**config.mk**
```make
export PLATFORM = sky130hd
export DESIGN_NAME = operand_fetch
export DESIGN_NICKNAME = d
export VERILOG_FILES = /design/src/rtl/operand_fetch.sv
export SDC_FILE = /design/constraint.sdc
export NUM_CORES = 2
export LEC_CHECK = 0
export CORE_MARGIN = 10
export CORE_UTILIZATION = 33
export CTS_BUF_LIST = sky130_fd_sc_hd__clkbuf_8
export DETAILED_ROUTE_END_ITERATION = 8
export HOLD_SLACK_MARGIN = 0.15
export PLACE_DENSITY = 0.61
export SYNTH_ARGS = -nofsm -noshare
export SYNTH_HDL_FRONTEND = slang
export SYNTH_SLANG_ARGS = --single-unit
```
**constraint.sdc**
```tcl
create_clock -name clk -period 4.8 [get_ports clk]
set_input_delay 0.72 -clock clk [delete_from_list [all_inputs] [get_ports clk]]
set_output_delay 0.72 -clock clk [all_outputs]
set_load 0.02 [all_outputs]
```
**src/rtl/operand_fetch.sv**
```systemverilog
// Operand-fetch stage: a register file with write-back bypass, a load-use hazard
// bubble, and registered outputs that feed the execute stage.
module operand_fetch #(
    parameter int W_OPR  = 32,
    parameter int W_RD   = 5,
    parameter int ADDR   = 32,
    parameter int W_IMM  = 16,
    parameter int D_INFO = 16,
    parameter int WRSV   = 0
) (
    input  logic              clk,
    input  logic              reset,
    input  logic              v_i,
    input  logic [ADDR-1:0]   pc_i,
    input  logic [W_IMM-1:0]  imm_i,
    input  logic [W_RD-1:0]   rs0_i,
    input  logic [W_RD-1:0]   rs1_i,
    input  logic [W_RD-1:0]   rd_i,
    input  logic [D_INFO-1:0] d_info_i,
    input  logic              stall_i,
    output logic              stall_o,
    input  logic              flush_i,
    input  logic              wb_i,
    input  logic [W_RD-1:0]   wb_r_i,
    input  logic [W_OPR-1:0]  wb_data_i,
    output logic              v_o,
    output logic [ADDR-1:0]   pc_o,
    output logic [W_IMM-1:0]  imm_o,
    output logic [W_OPR-1:0]  opr0_o,
    output logic [W_OPR-1:0]  opr1_o,
    output logic [D_INFO-1:0] d_info_o,
    output logic [W_RD-1:0]   rd_o
);

    localparam int N_REG = 1 << W_RD;

    logic [W_OPR-1:0]  regs_r [N_REG];
    logic              v_r;
    logic [ADDR-1:0]   pc_r;
    logic [W_IMM-1:0]  imm_r;
    logic [W_OPR-1:0]  opr0_r;
    logic [W_OPR-1:0]  opr1_r;
    logic [D_INFO-1:0] d_info_r;
    logic [W_RD-1:0]   rd_r;

    logic [W_OPR-1:0]  opr0_s;
    logic [W_OPR-1:0]  opr1_s;
    logic              hazard_s;

    // Operand read with same-cycle write-back bypass
    always_comb begin
        opr0_s = regs_r[rs0_i];
        opr1_s = regs_r[rs1_i];
        if (wb_i && (wb_r_i == rs0_i)) begin
            opr0_s = wb_data_i;
        end else begin
            opr0_s = regs_r[rs0_i];
        end
        if (wb_i && (wb_r_i == rs1_i)) begin
            opr1_s = wb_data_i;
        end else begin
            opr1_s = regs_r[rs1_i];
        end
    end

    // Hazard when the instruction in the output registers will write a register we read
    always_comb begin
        hazard_s = v_i & v_r & d_info_r[WRSV] & ((rd_r == rs0_i) | (rd_r == rs1_i));
        stall_o  = stall_i | (hazard_s & ~flush_i);
    end

    // Register file; write-back is independent of stall and flush
    always_ff @(posedge clk or negedge reset) begin
        if (!reset) begin
            for (int i = 0; i < N_REG; i++) begin
                regs_r[i] <= '0;
            end
        end else if (wb_i) begin
            regs_r[wb_r_i] <= wb_data_i;
        end
    end

    // Output registers: flush beats stall beats hazard bubble beats load
    always_ff @(posedge clk or negedge reset) begin
        if (!reset) begin
            v_r      <= 1'b0;
            pc_r     <= '0;
            imm_r    <= '0;
            opr0_r   <= '0;
            opr1_r   <= '0;
            d_info_r <= '0;
            rd_r     <= '0;
        end else if (flush_i) begin
            v_r <= 1'b0;
        end else if (stall_i) begin
            v_r <= v_r;
        end else if (hazard_s) begin
            v_r <= 1'b0;
        end else begin
            v_r      <= v_i;
            pc_r     <= pc_i;
            imm_r    <= imm_i;
            opr0_r   <= opr0_s;
            opr1_r   <= opr1_s;
            d_info_r <= d_info_i;
            rd_r     <= rd_i;
        end
    end

    assign v_o      = v_r;
    assign pc_o     = pc_r;
    assign imm_o    = imm_r;
    assign opr0_o   = opr0_r;
    assign opr1_o   = opr1_r;
    assign d_info_o = d_info_r;
    assign rd_o     = rd_r;

endmodule

```
==> flow_summary.yaml <==
status:
  status: "complete, no violations"
pwr:
  power.total_mw: 28.4
  p_leak_nw: 30.4
  irDropWorstVdd_v: 0.000317
  p_per_area_nw_per_um2: 408
critical_path:
  critPathKind: "reg -> out"
  rr_startpoint: "rd_o[4]$_DFFE_PN0P_"
  start_kind: "flip-flop"
  cp_max_fo: 4
  crit_path_start: "rd_o[4]$_DFFE_PN0P_"
  required_ns: 4.08
  crit_arrival_ns: 3.09
  crit_path_end_kind: "primary output"
routing:
  drtIter0Drc: 4273
  first_pass_iters: 5
  routed_via_density: 5.95
  wl_per_cell_um: 31.2
  num_vias: 42200
  drcViolationCount: 0
  ant_nets: 0
  drt-total-wl_mm: 221
grt:
  grt_first_pass_wirelength_mm: 318
  grt_pass1_vias: 43200
  grt.total_usage_pct: 21.7
  grt_overflow: 0
  antenna_found_initial: 6
  grt_max_degree: 130
clock_network:
  numClockSinks: 1158
  htree_levels: 4
  clockRootBuffer: "clkbuf_8"
  cts_tree: "built"
  postCtsHoldBufs: 1
  cts_buffers: 201
  cts.repair.resized: 0
  clk-insertion-delay-late_ns: 0.96
  clockBufferDepth: 3
  path_clk_slew_ns: 0.07
  post-cts-setup-buffer-count: 0
layout:
  area_delta_synth_final_pct: 16.0
  nNetsFinal: 4690
  drive_gt1_share_pct: 40.5
  utilization_pct: 38.5
  finalInstanceArea_um2: 69500
synth:
  synth.distinct_cells: 56
  ys_seq_area_share_pct: 48.3
  ys_ff_latch: 1158
  synth.avg_cell_area_um2: 13.7
  synth_edf_count: 0
  netlist.area_leader.share_pct: 48.3
  ys_warn_count: 0
  synthCells: 4366
  async_reset_ff_share_pct: 100
  netlist_top_cells_count: "1,158 x dfrtp_1, 1,028 x mux2_2, 354 x mux2i_1, 338 x mux4_2, 320 x nand2_1"
  netlist_area_um2: 60000
  synth_most_common_cell: "dfrtp_1"
  synthesis.nets: 4488
  yosysTopAreaCell: "dfrtp_1"
  synth_area_leaders: "dfrtp_1 48%, mux2_2 19%, mux4_2 13%, mux2i_1 5.9%, nand2_1 2.0%"
  synthFlopType: "dfrtp_1"
timing:
  timing_hold_violations_final: 0
  setup_violations: 0
  final.period_utilization_pct: 79.4
  drv_slew: 0
  slew_headroom_pct: 9.98
  tightest_slew_ns: 1.35
  tns_ns: 0
  min_period_ns: 3.81
  rsz0062_at_grt: "no"
  fin_worst_skew_ns: 0.0453
  fmax_mhz: 262
die:
  core_area_um2: 181000
  num_rows: 156
  die_w_um: 446
  die-area_um2: 199000
  initial_core_util_pct: 33.2
  ios: 257
  die_h_um: 446
place:
  placed_cell_area_um2: 65500
  globalplace.congestion: 0.853
  hpwl_mm: 136
  port_buffers: 256
min_path:
  hp-start: "d_info_i[6]"
  hold_path.class: "in -> reg"
flow_run:
  max-cap-violations: 0
-- sequential cells by signal, indices dropped and copies added (netlist names) --
signal,flops
regs_r,1024
opr0_o,32
opr1_o,32
pc_o,32
d_info_o,16
imm_o,16
rd_o,5
v_o,1
-- cell usage in the layout (no fill, tap or decap), types with 7 or more instances in the layout --
cell type / count
dfrtp_1: 1158
o32ai_1: 15
clkinv_2: 22
buf_4: 137
clkdlybuf4s50_1: 247
nand3b_1: 21
and3_1: 13
xor2_1: 7
nand2_1: 304
a211o_1: 11
nor2_4: 17
a221oi_1: 26
nor3_1: 18
a22o_1: 27
o221ai_1: 12
a21oi_1: 26
o22ai_1: 153
o21ai_1: 11
inv_1: 57
nor2_1: 54
mux2i_1: 354
buf_12: 40
a31oi_1: 22
nand3_1: 18
nand4_1: 8
a211oi_1: 11
nor4_1: 27
nand2_2: 16
clkbuf_8: 260
a22oi_1: 104
mux4_2: 338
mux2_2: 1028
xnor2_1: 13
o21ai_0: 51
-- stage by stage --
step / setup slack (ns) / std cells / hold slack (ns)
6_report: 0.989 / 7091 / 0.306
5_1_grt: 0.879 / 7089 / 0.279
4_1_cts: 0.913 / 7087 / 0.239
3_5_place_dp: 1.06 / 6734 / 0.461
3_3_place_gp: 1.14 / 6734 / 0.458
2_1_floorplan: 2.11 / 4366 / 0.424
-- logic make-up (layout without fill, tap and decap cells) --
family	after synthesis	after routing	synth area share, %
xor+xnor	20	20	0.292
buf+inv	435	786	3.57
other cells	0	4	0
simple gates	545	545	4.12
mux	1726	1726	38.2
compound gates	482	482	5.52
flops	1158	1158	48.3
-- worst paths after layout --
kind,end,slack (ns),cells after the start
min in group asynchronous,pc_o[4]$_DFFE_PN0P_,0.39,2
worst min register to register,pc_o[13]$_DFFE_PN0P_,0.47,2
worst max-delay path,stall_o,0.99,5
worst max register to register,imm_o[8]$_DFFE_PN0P_,1.89,7
worst min-delay path,d_info_o[6]$_DFFE_PN0P_,0.31,3
max in group asynchronous,regs_r[179]$_DFFE_PN0P_,3.13,3
-- layer usage --
metal,share of wire [%],global-route usage [%]
met2,46,34.1
met5,0.0095,0
met4,5.1,10.2
met3,8.2,4.96
met1,40,28.3
-- area by class of cell --
cell class | instances | area (um2)
fillers | 17100 | 111000
well taps | 2370 | 2970
diodes | 4 | 10.0
repair buffers | 434 | 4420
clock inverters | 94 | 507
clock buffers | 258 | 3550
flip-flops and latches | 1158 | 29000
multi-input cells | 2773 | 29100
-- where the power goes --
part	leakage, nW	switching, mW	total [mW]	internal, mW
combinational	13.3	2.72	6.05	3.33
sequential	14.8	1.50	13.1	11.6
clock	2.31	4.32	9.22	4.90
total	30.4	8.53	28.4	19.9
-- critical path: stages, from the launching register on --
cell and delay (ns):
dfrtp_1 0.44, xor2_1 0.16, or4_1 0.55, o22a_1 0.25, o21bai_1 0.13, clkdlybuf4s50_1 0.62
(Power assumes the default switching activity.)
